### config.mk
export PLATFORM = sky130hd
export DESIGN_NAME = light_mode_ctrl_flat
export DESIGN_NICKNAME = d
export VERILOG_FILES = /design/src/rtl/light_mode_ctrl_if.sv /design/src/rtl/light_mode_ctrl.sv /design/src/flat_wrapper.sv
export SDC_FILE = /design/constraint.sdc
export NUM_CORES = 1
export LEC_CHECK = 0
export CAP_MARGIN = 20
export CORE_AREA = 8 8 55 57
export DETAILED_ROUTE_END_ITERATION = 6
export DIE_AREA = 0 0 63 65
export PLACE_DENSITY_LB_ADDON = 0.1
export RECOVER_POWER = 50
export SETUP_SLACK_MARGIN = 0.2
export SLEW_MARGIN = 20
export SYNTH_ARGS = -nofsm -noshare
export SYNTH_HDL_FRONTEND = slang
export SYNTH_SLANG_ARGS = --single-unit
### constraint.sdc
create_clock -name i_clk -period 4.8 [get_ports i_clk]
set_clock_uncertainty 0.05 [all_clocks]
set_input_delay 0.48 -clock i_clk [delete_from_list [all_inputs] [get_ports i_clk]]
set_output_delay 0.48 -clock i_clk [all_outputs]
set_load 0.005 [all_outputs]
### src/rtl/light_mode_ctrl_if.sv
`default_nettype none
// ============================================================================
//  Module   : light_mode_ctrl_if
//  Purpose  : Button / mode bus between a stimulus source and light_mode_ctrl.
//             Groups the raw buttons, the auto enable and the mode outputs.
//  Revision : 1.0  initial release
// ============================================================================
interface light_mode_ctrl_if;
    logic       i_btn_next;
    logic       i_btn_off;
    logic       i_auto_en;
    logic [1:0] o_OnOffSW;
    logic       o_btn_accept;

    // Source side: drives the buttons, observes the selected mode
    modport master (
        output i_btn_next,
        output i_btn_off,
        output i_auto_en,
        input  o_OnOffSW,
        input  o_btn_accept
    );

    // Controller side
    modport slave (
        input  i_btn_next,
        input  i_btn_off,
        input  i_auto_en,
        output o_OnOffSW,
        output o_btn_accept
    );
endinterface
`default_nettype wire

### src/rtl/light_mode_ctrl.sv
`default_nettype none
// ============================================================================
//  Module   : light_mode_ctrl
//  Purpose  : Mode sequencer for the 2-bit light FSM. Synchronises, debounces
//             and edge-detects two raw push-buttons, then steps OFF/L1/L2 with
//             an optional auto-cycle between L1/L2 and an inactivity auto-off.
//  Revision : 1.0  initial release
// ============================================================================
module light_mode_ctrl #(
    parameter int DEBOUNCE_CYCLES  = 4,
    parameter int AUTO_OFF_CYCLES  = 64,
    parameter int AUTO_STEP_CYCLES = 16
) (
    input  wire logic         i_clk,
    input  wire logic         i_reset,
    light_mode_ctrl_if.slave  bus
);

    localparam int c_DEB_W  = $clog2(DEBOUNCE_CYCLES);
    localparam int c_IDLE_W = $clog2(AUTO_OFF_CYCLES);
    localparam int c_STEP_W = $clog2(AUTO_STEP_CYCLES);

    localparam logic [c_DEB_W-1:0]  c_DEB_LAST  = c_DEB_W'(DEBOUNCE_CYCLES - 1);
    localparam logic [c_IDLE_W-1:0] c_IDLE_LAST = c_IDLE_W'(AUTO_OFF_CYCLES - 1);
    localparam logic [c_STEP_W-1:0] c_STEP_LAST = c_STEP_W'(AUTO_STEP_CYCLES - 1);

    typedef enum logic [1:0] {
        S_OFF = 2'b00,
        S_L1  = 2'b01,
        S_L2  = 2'b10
    } state_t;

    // Bit 0 = "next" button, bit 1 = "off" button
    logic [1:0] w_raw;
    logic [1:0] w_pulse;

    assign w_raw = {bus.i_btn_off, bus.i_btn_next};

    for (genvar gi = 0; gi < 2; gi++) begin : g_btn
        logic               s1_q;
        logic               s2_q;
        logic               deb_q;
        logic               deb_prev_q;
        logic [c_DEB_W-1:0] cnt_q;

        // Synchronise, then accept a level only after DEBOUNCE_CYCLES agreeing samples
        always_ff @(posedge i_clk or posedge i_reset) begin
            if (i_reset) begin
                s1_q       <= 1'b0;
                s2_q       <= 1'b0;
                deb_q      <= 1'b0;
                deb_prev_q <= 1'b0;
                cnt_q      <= '0;
            end else begin
                s1_q       <= w_raw[gi];
                s2_q       <= s1_q;
                deb_prev_q <= deb_q;
                if (s2_q != deb_q) begin
                    if (cnt_q == c_DEB_LAST) begin
                        deb_q <= s2_q;
                        cnt_q <= '0;
                    end else begin
                        cnt_q <= cnt_q + 1'b1;
                    end
                end else begin
                    cnt_q <= '0;
                end
            end
        end

        // Press edge only; releases are ignored
        assign w_pulse[gi] = deb_q & ~deb_prev_q;
    end

    state_t                state_q, state_d;
    logic [c_IDLE_W-1:0]   idle_q,  idle_d;
    logic [c_STEP_W-1:0]   step_q,  step_d;
    logic                  accept_q;
    logic                  w_on;
    logic                  w_step_hit;
    logic                  w_idle_hit;
    logic                  w_change;

    assign w_on       = (state_q == S_L1) || (state_q == S_L2);
    assign w_step_hit = w_on &&  bus.i_auto_en && (step_q == c_STEP_LAST);
    assign w_idle_hit = w_on && !bus.i_auto_en && (idle_q == c_IDLE_LAST);

    // Next mode: off button beats next button beats auto-step beats auto-off
    always_comb begin
        state_d = state_q;
        if (w_pulse[1]) begin
            state_d = S_OFF;
        end else if (w_pulse[0]) begin
            case (state_q)
                S_OFF:   state_d = S_L1;
                S_L1:    state_d = S_L2;
                default: state_d = S_OFF;
            endcase
        end else if (w_step_hit) begin
            state_d = (state_q == S_L1) ? S_L2 : S_L1;
        end else if (w_idle_hit) begin
            state_d = S_OFF;
        end else if (!w_on) begin
            // Keeps S_OFF and pulls the unused 11 encoding back to off
            state_d = S_OFF;
        end
    end

    // Timers restart on every mode change; each only runs in its own auto setting
    always_comb begin
        w_change = (state_d != state_q);
        idle_d   = (!w_on || w_change ||  bus.i_auto_en) ? '0 : idle_q + 1'b1;
        step_d   = (!w_on || w_change || !bus.i_auto_en) ? '0 : step_q + 1'b1;
    end

    // Mode, timers and the one-cycle accept flag
    always_ff @(posedge i_clk or posedge i_reset) begin
        if (i_reset) begin
            state_q  <= S_OFF;
            idle_q   <= '0;
            step_q   <= '0;
            accept_q <= 1'b0;
        end else begin
            state_q  <= state_d;
            idle_q   <= idle_d;
            step_q   <= step_d;
            accept_q <= w_change;
        end
    end

    assign bus.o_OnOffSW    = state_q;
    assign bus.o_btn_accept = accept_q;

endmodule
`default_nettype wire

### src/flat_wrapper.sv
// flat-port wrapper written by rule: the top's interface ports become plain ports
module light_mode_ctrl_flat 
#(
    parameter int DEBOUNCE_CYCLES  = 4,
    parameter int AUTO_OFF_CYCLES  = 64,
    parameter int AUTO_STEP_CYCLES = 16
)
  (i_clk, i_reset, bus_i_btn_next, bus_i_btn_off, bus_i_auto_en, bus_o_OnOffSW, bus_o_btn_accept);
  light_mode_ctrl_if bus_i ();
  input  wire logic i_clk;
  input  wire logic i_reset;
  input wire logic [$bits(bus_i.i_btn_next)-1:0] bus_i_btn_next;
  input wire logic [$bits(bus_i.i_btn_off)-1:0] bus_i_btn_off;
  input wire logic [$bits(bus_i.i_auto_en)-1:0] bus_i_auto_en;
  output wire logic [$bits(bus_i.o_OnOffSW)-1:0] bus_o_OnOffSW;
  output wire logic [$bits(bus_i.o_btn_accept)-1:0] bus_o_btn_accept;
  assign bus_i.i_btn_next = bus_i_btn_next;
  assign bus_i.i_btn_off = bus_i_btn_off;
  assign bus_i.i_auto_en = bus_i_auto_en;
  assign bus_o_OnOffSW = bus_i.o_OnOffSW;
  assign bus_o_btn_accept = bus_i.o_btn_accept;
  light_mode_ctrl #(.DEBOUNCE_CYCLES(DEBOUNCE_CYCLES), .AUTO_OFF_CYCLES(AUTO_OFF_CYCLES), .AUTO_STEP_CYCLES(AUTO_STEP_CYCLES)) u_core (.i_clk(i_clk), .i_reset(i_reset), .bus(bus_i));
endmodule
## Word-level counts from Yosys, hierarchy flattened

Index checks and enable logic that the tools add are counted.

| word-level totals | value |
|---|---|
| flip-flop bits (word level) | 25 |
| output and inout bits | 3 |
| word-level logic and storage cells | 57 |

| operators by class | value |
|---|---|
| add/sub/neg operators | 4 |
| equality and inequality tests | 9 |
| mux-type cells | 13 |
| bitwise logic cells | 4 |
| reductions and logical operators | 13 |

Operators with widths:

| operator | number |
|---|---|
| $mux W2 | 10 |
| $add A6 B1 Y6 const B | 1 |
| $eq A2 B2 Y1 const B | 3 |
| $eq A6 B6 Y1 const B | 1 |
| $mux W6 | 1 |
| $add A2 B1 Y2 const B | 2 |
| $add A4 B1 Y4 const B | 1 |
| $eq A4 B4 Y1 const B | 1 |
| $logic_and A1 B1 Y1 | 4 |
| $logic_or A1 B1 Y1 | 4 |
| $mux W4 | 1 |
| $pmux W2 S2 | 1 |
| $reduce_and A2 Y1 | 2 |
| $and A1 B1 Y1 | 2 |
| $eq A2 B1 Y1 const B | 1 |
| $logic_not A1 Y1 | 2 |
| $logic_not A2 Y1 | 1 |
| $ne A1 B1 Y1 | 2 |
| $ne A2 B2 Y1 | 1 |
| $not A1 Y1 | 2 |

## Longest topological paths before layout

Gate-level depths: netlist of run 1.

| logic depth | value |
|---|---|
| depth after elaboration | 12 |
| mapped depth | 8 |

## Least setup slack after synthesis of run 1

OpenSTA, ideal clock, no wires.

| timing path | value |
|---|---|
| path kind | register -> register |
| start point | register u_core.state_q[0], in the netlist u_core.bus.o_OnOffSW[0] |
| end point | register u_core.idle_q[2] |
| library setup time | 0.096 ns |
| data arrival time | 2.051 ns |
| setup slack | 2.603 ns |
| cell stages (with the launch flop) | 9 |
| buffers on the path | 1 |
| clock period less this slack | 2.197 ns |
| cell sequence | dfrtp_1 clkinv_1 ha_1 and4_4 nand4_1 and3_1 a221o_1 buf_6 nor4_2 |

| on the way | value |
|---|---|
| longest elaborated chain between the ends | 12 |

Ends and longest elaborated chain:

| item | RTL line | text |
|---|---|---|
| start: declaration | light_mode_ctrl.sv:75 | `state_t state_q, state_d;` |
| start signal: assignment | light_mode_ctrl.sv:124 | `state_q <= state_d;` |
| $eq A2 B1 Y1 or $eq A2 B2 Y1 (tied branches) | light_mode_ctrl.sv:84, light_mode_ctrl.sv:94, light_mode_ctrl.sv:100 |  |
| $logic_or A1 B1 Y1 | light_mode_ctrl.sv:84 | `assign w_on = (state_q == S_L1) \|\| (state_q == S_L2);` |
| $logic_and A1 B1 Y1 (2 in a row) | light_mode_ctrl.sv:86 | `assign w_idle_hit = w_on && !bus.i_auto_en && (idle_q == c_IDLE_LAST);` |
| $mux W2 | light_mode_ctrl.sv:101 | `end else if (w_idle_hit) begin` |
| $mux W2 | light_mode_ctrl.sv:99 | `end else if (w_step_hit) begin` |
| $mux W2 | light_mode_ctrl.sv:93 | `end else if (w_pulse[0]) begin` |
| $mux W2 | light_mode_ctrl.sv:91 | `if (w_pulse[1]) begin` |
| $ne A2 B2 Y1 | light_mode_ctrl.sv:111 | `w_change = (state_d != state_q);` |
| $logic_or A1 B1 Y1 * (2 in a row) | light_mode_ctrl.sv:112 | `idle_d = (!w_on \|\| w_change \|\| bus.i_auto_en) ? '0 : idle_q + 1'b1;` |
| $mux W6 * | light_mode_ctrl.sv:112 |  |
| via u_core.idle_d[2] | light_mode_ctrl.sv:76 | `logic [c_IDLE_W-1:0] idle_q, idle_d;` |
| end signal: assignment | light_mode_ctrl.sv:125 | `idle_q <= idle_d;` |
| end: declaration | light_mode_ctrl.sv:76 |  |

The timed path passes the listed nets; every way through them passes the cells marked *.
A chain may end at the register's enable or synchronous reset.

## Worst setup path after layout of run 1

| timing path | value |
|---|---|
| start point | register u_core.state_q[0], in the netlist u_core.bus.o_OnOffSW[0] |
| end point | register u_core.step_q[1] |

| on the way | value |
|---|---|
| longest elaborated chain between the ends | 12 |

Ends and longest elaborated chain:

| item | RTL line | text |
|---|---|---|
| $eq A2 B1 Y1 or $eq A2 B2 Y1 (tied branches) | light_mode_ctrl.sv:84, light_mode_ctrl.sv:94, light_mode_ctrl.sv:100 |  |
| $logic_or A1 B1 Y1 | light_mode_ctrl.sv:84 |  |
| $logic_and A1 B1 Y1 (2 in a row) | light_mode_ctrl.sv:86 |  |
| $mux W2 | light_mode_ctrl.sv:101 |  |
| $mux W2 | light_mode_ctrl.sv:99 |  |
| $mux W2 | light_mode_ctrl.sv:93 |  |
| $mux W2 | light_mode_ctrl.sv:91 |  |
| $ne A2 B2 Y1 | light_mode_ctrl.sv:111 |  |
| $logic_or A1 B1 Y1 * (2 in a row) | light_mode_ctrl.sv:113 | `step_d = (!w_on \|\| w_change \|\| !bus.i_auto_en) ? '0 : step_q + 1'b1;` |
| $mux W4 * | light_mode_ctrl.sv:113 |  |
| via u_core.step_d[1] | light_mode_ctrl.sv:77 | `logic [c_STEP_W-1:0] step_q, step_d;` |
| end signal: assignment | light_mode_ctrl.sv:126 | `step_q <= step_d;` |
| end: declaration | light_mode_ctrl.sv:77 |  |

Marks and branches as above.

==> Implementation_results.wiki, run 1 <==
{| class="wikitable"
! Metric !! Value
|-
| Shortest period the worst path allows || 2480 ps
|-
| Area used by sequential logic in the layout || 626 µm²
|-
| Reg clk slew, reported paths || 140 ps
|-
| Setup CP Type || register to register
|-
| Number of fill cells in the layout || 166
|-
| Number of top-level design ports || 8
|-
| Commonest cells after routing, fill and taps aside || 25 x dfrtp_1, 8 x nor4_2, 8 x ha_1
|-
| Unrepaired setup endpoints after global routing || no
|-
| Aggregate routed wire length || 1.86 mm
|-
| Global-route usage over all layers || 0.103
|-
| Critical-path top delay cell || a221o_1
|-
| Maximum number of pins on one net before global-route repair || 26
|-
| First-pass GRT wire length || 3.43 mm
|-
| Area of the multi-input gates || 562 µm²
|-
| Number of vias per cell after detailed routing || 5.71
|-
| Die W || 63 µm
|-
| Startpoint type of the worst setup path || register
|-
| Clock sink total || 25
|-
| PwrDens || 573 nW/µm²
|-
| Commonest non-fill, non-tap cell in the layout || dfrtp_1
|-
| Endpoint arrival time on the critical path || 2650 ps
|-
| DR pass1 iterations || 4
|-
| Area added between synthesis and finish || 9.94%
|-
| Number of register bits inferred by synthesis || 25
|-
| Drt drc || 0
|-
| Number of buffers inserted to repair setup after CTS || 0
|-
| Setup tns final || 0 ps
|-
| Initial Utilization || 0.568
|-
| Worst-path fanout max || 11
|-
| Slew headroom || 0.384
|-
| Clock tree from TritonCTS || built
|-
| Result of the run || completed
|-
| Number of hold buffers added after CTS || 0
|-
| Area of the die || 4100 µm²
|-
| Avg Synthesized Cell Area || 13.1 µm²
|-
| Resize count post-CTS || 0
|-
| Actual transition at the worst max-transition pin || 923 ps
|-
| Critical path buffers and inverters || 1
|-
| Global route overflow || 0
|-
| Per-cell routed wire length || 14.2 µm
|-
| Category of cells accounting for the largest share of critical-path delay || simple AND/OR/NAND/NOR gates
|-
| Peak VDD IR || 0.315 mV
|-
| Number of maximum-capacitance constraint violations || 0
|-
| Latest clock arrival within the worst-skew pair || 320 ps
|-
| Number of buffers added by the clock tree synthesis step || 3
|-
| Estimated wirelength of the detail-placed design || 1.33 mm
|-
| Post-route insts no fill || 131
|-
| Number of synthesis warnings || 0
|-
| Placeable core region || 2150 µm²
|-
| RD Place Congestion || 0.825
|-
| Worst stage delay on the critical path || 560 ps
|-
| Final-report max-slew violation count || 0
|-
| CTS max path bufs || 2
|-
| DP Cell Count || 127
|-
| Number of nets in the layout || 117
|-
| Crit end category || register
|-
| Vias after detailed routing || 748
|-
| Fraction of layout instances using a drive strength above 1 || 0.194
|-
| Part of the Yosys area used for sequential elements || 0.512
|-
| Placement row count || 17
|-
| Hold/Removal Path Class || register to register
|-
| Number of flops mapped to enable cells by yosys || 0
|-
| Via count of the first global-routing pass || 791
|-
| Number of antenna-violating nets in the routed design || 0
|-
| Library cells used by synthesis || 32
|-
| Deepest level of the CTS H-tree || 1
|-
| Final Core Density || 0.625
|-
| Async SR Flop Fraction || 1.00
|-
| LEAKAGE || 0.555 nW
|-
| Main synth FF type || dfrtp_1
|-
| Share of the clock period used by the worst path || 0.516
|-
| Height of the die || 65 µm
|-
| Setup violations, final || 0
|-
| Buffers on Ports || 7
|-
| Worst path cell trace || clkinv_1, ha_1, and4_4, nand4_1, and3_1, a221o_1, nor4b_2
|-
| Hold violation total from the final report || 0
|-
| Post-synthesis cell area || 1220 µm²
|-
| Syn Inst Count || 93
|-
| Synth Net Count || 106
|-
| Diodes inserted || 0
|-
| Initial DRC Count || 19
|-
| Req. time, crit path || 4970 ps
|-
| Root buffer cell || clkbuf_4
|-
| Initial antenna violation count || 0
|-
| Maximum achievable frequency || 0.404 GHz
|}
kinds of logic (layout without fill, tap and decap cells):
kind of cell	Yosys count	in the layout	synth area share
AO/OA/AOI/OAI	7	7	0.0533
adder cells (fa/ha/maj)	8	8	0.0820
multiplexers	3	3	0.0266
buffers and inverters	5	15	0.0277
XOR/XNOR	9	9	0.0646
flip-flops	25	25	0.512
AND/OR/NAND/NOR	36	36	0.234
metrics by stage:
stage | setup slack [ps] | power, mW | instance area, µm² | hold WS (ps)
5_1_grt | 2160 | 0.830 | 1340 | 333
3_3_place_gp | 2270 | 0.670 | 1310 | 284
4_1_cts | 2310 | 0.782 | 1340 | 320
3_5_place_dp | 2240 | 0.679 | 1310 | 286
6_report | 2320 | 0.770 | 1340 | 319
2_1_floorplan | 2600 | 0.609 | 1220 | 281
metal layers:
layer / track usage / wire length [µm] / part of all wire / vias up
li1: - / - / - / 362
met1: 0.118 / 858 / 0.46 / 369
met2: 0.169 / 908 / 0.49 / 15
met3: 0.0309 / 73 / 0.039 / 2
met4: 0.0598 / 16 / 0.0086 / 0
met5: 0 / 0 / 0 / -
synth_stat cells (2+ instances only):
cell | count | area share
xnor2_1 | 6 | 0.043
nand2b_1 | 2 | 0.010
dfrtp_1 | 25 | 0.51
nor4_2 | 8 | 0.082
nand4_1 | 2 | 0.010
nor2b_1 | 4 | 0.020
nand3_1 | 4 | 0.016
buf_6 | 2 | 0.018
inv_1 | 2 | 0.0061
nor2_1 | 2 | 0.0061
nor4b_2 | 2 | 0.025
nand2_1 | 3 | 0.0092
xor2_1 | 3 | 0.022
ha_1 | 8 | 0.082
nor3_1 | 2 | 0.0082
mux2_2 | 2 | 0.018
registers in the layout, summed over array words and instances (netlist names):
name / count
u_core.bus.o_OnOffSW: 2
u_core.g_btn.s2_q: 2
u_core.g_btn.cnt_q: 4
u_core.idle_q: 6
u_core.g_btn.s1_q: 2
u_core.g_btn.deb_prev_q: 2
u_core.bus.o_btn_accept: 1
u_core.g_btn.deb_q: 2
u_core.step_q: 4
final timing paths:
path | slack, ps | cells after the start | from | to
worst max-delay path | 2320 | 7 | u_core.bus.o_OnOffSW[0]$_DFF_PP0_ | u_core.step_q[1]$_DFF_PP0_
worst min-delay path | 320 | 0 | u_core.g_btn[0].s1_q$_DFF_PP0_ | u_core.g_btn[0].s2_q$_DFF_PP0_
worst max register to register | 2320 | 7 | u_core.bus.o_OnOffSW[0]$_DFF_PP0_ | u_core.step_q[1]$_DFF_PP0_
worst min register to register | 320 | 0 | u_core.g_btn[0].s1_q$_DFF_PP0_ | u_core.g_btn[0].s2_q$_DFF_PP0_
max in group asynchronous | 3400 | 2 | i_reset | u_core.idle_q[5]$_DFF_PP0_
min in group asynchronous | 730 | 2 | i_reset | u_core.g_btn[0].s2_q$_DFF_PP0_
worst register-to-register path, cell delays in order (launching register included):
cell and delay [ps]:
dfrtp_1 430, clkinv_1 150, ha_1 350, and4_4 260, nand4_1 90, and3_1 170
a221o_1 560, nor4b_2 320
area by class of cell:
type / count / area share
multi-input combinational: 63 / 0.418
clock inverter: 1 / 0.00652
clock buffer: 3 / 0.0168
inverter: 3 / 0.00839
tap: 28 / 0.0261
timing repair buffer: 8 / 0.0578
sequential: 25 / 0.466
power by group:
part	switching [mW]	internal, mW	leakage, nW	total, mW
clock	0.0642	0.0338	0.0183	0.0980
sequential	0.0438	0.266	0.323	0.309
combinational	0.211	0.152	0.214	0.363
Note: power is estimated with default switching activity, not from simulation.
==> run 2: changes to the inputs <==
--- a/config.mk
+++ b/config.mk
@@ -6,9 +6,9 @@
 export NUM_CORES = 1
 export LEC_CHECK = 0
 export CAP_MARGIN = 20
-export CORE_AREA = 8 8 55 57
+export CORE_AREA = 8 8 58 60
 export DETAILED_ROUTE_END_ITERATION = 6
-export DIE_AREA = 0 0 63 65
+export DIE_AREA = 0 0 66 68
 export PLACE_DENSITY_LB_ADDON = 0.1
 export RECOVER_POWER = 50
 export SETUP_SLACK_MARGIN = 0.2
==> constraint.sdc (replaced) <==
create_clock -name i_clk -period 2.1 [get_ports i_clk]
set_clock_uncertainty 0.05 [all_clocks]
set_input_delay 0.21 -clock i_clk [delete_from_list [all_inputs] [get_ports i_clk]]
set_output_delay 0.21 -clock i_clk [all_outputs]
set_load 0.005 [all_outputs]
==> Implementation_results.wiki, run 2 (synthesized netlist as in run 1, its figures left out) <==
{| class="wikitable"
! Metric !! Value
|-
| Hold/Removal Path Class || register to register (unchanged)
|-
| Peak VDD IR || 1.07 mV (was 0.315 mV)
|-
| Number of hold buffers added after CTS || 0 (unchanged)
|-
| Die W || 66 µm (was 63 µm)
|-
| Setup slack on the worst flop-to-flop path || -30 ps (was 2320 ps)
|-
| Power Total || 2.01 mW (was 770 µW)
|-
| Placeable core region || 2570 µm² (was 2150 µm²)
|-
| Worst-path fanout max || 11 (unchanged)
|-
| Final worst setup slack || -32.8 ps (was 2320 ps)
|-
| Aggregate routed wire length || 2.11 mm (was 1.86 mm)
|-
| Number of nets in the layout || 126 (was 117)
|-
| Fraction of layout instances using a drive strength above 1 || 0.277 (was 0.194)
|-
| Root buffer cell || clkbuf_4 (unchanged)
|-
| LEAKAGE || 0.598 nW (was 0.555 nW)
|-
| Number of antenna-violating nets in the routed design || 0 (unchanged)
|-
| Vias after detailed routing || 776 (was 748)
|-
| Final-report max-slew violation count || 0 (unchanged)
|-
| Commonest cells after routing, fill and taps aside || 25 x dfrtp_1, 8 x nor4_2, 7 x ha_1, 7 x buf_4, 6 x xnor2_1 (was 25 x dfrtp_1, 8 x nor4_2, 8 x ha_1)
|-
| RD Place Congestion || 0.789 (was 0.825)
|-
| Power share of the combinational group || 0.543 (was 0.471)
|-
| Startpoint type of the worst setup path || register (unchanged)
|-
| Area of the multi-input gates || 574 µm² (was 562 µm²)
|-
| Cell internal pwr || 1.21 mW (was 451 µW)
|-
| Number of top-level design ports || 8 (unchanged)
|-
| Maximum achievable frequency || 0.469 GHz (was 0.404 GHz)
|-
| Global route overflow || 0 (unchanged)
|-
| Commonest non-fill, non-tap cell in the layout || dfrtp_1 (unchanged)
|-
| Number of vias per cell after detailed routing || 5.43 (was 5.71)
|-
| Actual transition at the worst max-transition pin || 1330 ps (was 923 ps)
|-
| Worst r2r dst || u_core.bus.o_btn_accept$_DFF_PP0_ (was u_core.step_q[1]$_DFF_PP0_)
|-
| Sw frac || 0.396 (was 0.414)
|-
| Initial Utilization || 0.476 (was 0.568)
|-
| Path depth of the worst reg2reg path || 8 (was 7)
|-
| Diodes inserted || 0 (unchanged)
|-
| Unrepaired setup endpoints after global routing || yes (was no)
|-
| Flip-flop count of the largest register, all copies and words added || 6 (unchanged)
|-
| Via count of the first global-routing pass || 820 (was 791)
|-
| Area of the die || 4490 µm² (was 4100 µm²)
|-
| Drt drc || 0 (unchanged)
|-
| Busiest layer in global routing || met2 (unchanged)
|-
| Area used by sequential logic in the layout || 626 µm² (unchanged)
|-
| Deepest level of the CTS H-tree || 1 (unchanged)
|-
| GR Util met3 || 0.0295 (was 0.0309)
|-
| Latest clock arrival within the worst-skew pair || 320 ps (about the same)
|-
| First-pass GRT wire length || 3.77 mm (was 3.43 mm)
|-
| Share of total power in the clock network || 0.109 (was 0.127)
|-
| Estimated wirelength of the detail-placed design || 1.56 mm (was 1.33 mm)
|-
| Biggest registers after layout || u_core.idle_q: 6 flops, u_core.g_btn.cnt_q: 4 flops, u_core.step_q: 4 flops (unchanged)
|-
| Crit end category || register (unchanged)
|-
| Reg-to-reg startpoint || u_core.bus.o_OnOffSW[0]$_DFF_PP0_ (unchanged)
|-
| Net switching power || 794 µW (was 319 µW)
|-
| Source of the critical timing path || u_core.bus.o_OnOffSW[0]$_DFF_PP0_ (unchanged)
|-
| DR pass1 iterations || 4 (unchanged)
|-
| Shortest period the worst path allows || 2130 ps (was 2480 ps)
|-
| Placement row count || 19 (was 17)
|-
| Setup CP Type || register to register (unchanged)
|-
| Slew headroom || 0.116 (was 0.384)
|-
| Maximum number of pins on one net before global-route repair || 26 (unchanged)
|-
| Global-route usage over all layers || 0.109 (was 0.103)
|-
| End of the critical path || u_core.bus.o_btn_accept$_DFF_PP0_ (was u_core.step_q[1]$_DFF_PP0_)
|-
| Endpoint arrival time on the critical path || 2310 ps (was 2650 ps)
|-
| Hold violation total from the final report || 0 (unchanged)
|-
| Top reg by flops || u_core.idle_q (unchanged)
|-
| Setup violations, final || 3 (was 0)
|-
| Failing checks || negative setup slack
|-
| Req. time, crit path || 2280 ps (was 4970 ps)
|-
| Reg clk slew, reported paths || 140 ps (about the same)
|-
| Buffers on Ports || 7 (unchanged)
|-
| Initial DRC Count || 42 (was 19)
|-
| Fraction of met2 tracks used by global routing || 0.173 (was 0.169)
|-
| Number of maximum-capacitance constraint violations || 0 (unchanged)
|-
| Per-cell routed wire length || 14.7 µm (was 14.2 µm)
|-
| Number of buffers added by the clock tree synthesis step || 3 (unchanged)
|-
| CTS max path bufs || 2 (unchanged)
|-
| Result of the run || finished, violations left (was completed)
|-
| Relative contribution of sequential cells to total power || 0.348 (was 0.402)
|-
| Clock tree from TritonCTS || built (unchanged)
|-
| Global routing met1 resource utilization || 0.132 (was 0.118)
|-
| Number of fill cells in the layout || 217 (was 166)
|-
| Clock sink total || 25 (unchanged)
|-
| Final Core Density || 0.560 (was 0.625)
|-
| PwrDens || 1390 nW/µm² (was 573 nW/µm²)
|-
| Height of the die || 68 µm (was 65 µm)
|-
| Share of the clock period used by the worst path || 1.02 (was 0.516)
|-
| Initial antenna violation count || 0 (unchanged)
|-
| Area added between synthesis and finish || 17.8% (was 9.94%)
|}
## run 2: per-layer routing
metal  share of wire  up-vias
met1            0.43      388
met5               0        -
li1                -      374
met4           0.028        0
met3           0.032        6
met2            0.50        8
## run 2: critical path, cell delays in order (launching register included)
cell and delay [ps]:
dfrtp_1 390, clkinv_2 80, ha_4 280, and4_4 250
nand4_1 90, and3_1 190, a221o_1 350, buf_12 160
or2_1 200
## run 2: area by class of cell
class / count / area share
Multi-Input combinational cell: 63 / 0.399
Sequential cell: 25 / 0.435
Tap cell: 31 / 0.0270
Timing Repair Buffer: 17 / 0.110
Inverter: 3 / 0.00870
Clock buffer: 3 / 0.0157
Clock inverter: 1 / 0.00522
## run 2: worst min path at each step
stage | startpoint | end | depth (start not counted)
2_1_floorplan | i_reset | u_core.bus.o_OnOffSW[0]$_DFF_PP0_ | 1
3_3_place_gp | u_core.g_btn[1].s1_q$_DFF_PP0_ | u_core.g_btn[1].s2_q$_DFF_PP0_ | 0
3_5_place_dp | u_core.g_btn[1].s1_q$_DFF_PP0_ | u_core.g_btn[1].s2_q$_DFF_PP0_ | 0
4_1_cts | i_reset | u_core.g_btn[0].deb_prev_q$_DFF_PP0_ | 3
5_1_grt | u_core.g_btn[0].s1_q$_DFF_PP0_ | u_core.g_btn[0].s2_q$_DFF_PP0_ | 0
6_report | u_core.g_btn[1].s1_q$_DFF_PP0_ | u_core.g_btn[1].s2_q$_DFF_PP0_ | 0
## run 2: timing repair
action | 4_1_cts | 5_1_grt
buffers inserted | 1 | 1
gates resized for setup | 0 | 1
gates cloned | 0 | 0
hold endpoints to repair | 0 | 0
endpoints found under the setup margin | 11 | 11
## run 2: power by group through the flow
stage	combinational, mW	sequential, mW	clock, mW
2_1_floorplan	0.716	0.702	0
5_1_grt	1.20	0.719	0.264
4_1_cts	1.06	0.702	0.234
3_5_place_dp	1.03	0.711	0
6_report	1.09	0.698	0.219
3_3_place_gp	1.00	0.702	0
## run 2: per-stage QoR
stage / worst slack, ps / area [µm²] / TNS, ps / cells / hold WS (ps)
floorplan: 25.0 / 1230 / 0 / 93 / 187
global placement: -11.1 / 1390 / -11.5 / 137 / 283
detailed placement: -39.8 / 1390 / -87.8 / 137 / 296
CTS: -44.2 / 1430 / -121 / 142 / 162
global route: -84.6 / 1440 / -584 / 143 / 340
finish: -32.8 / 1440 / -64.3 / 143 / 323
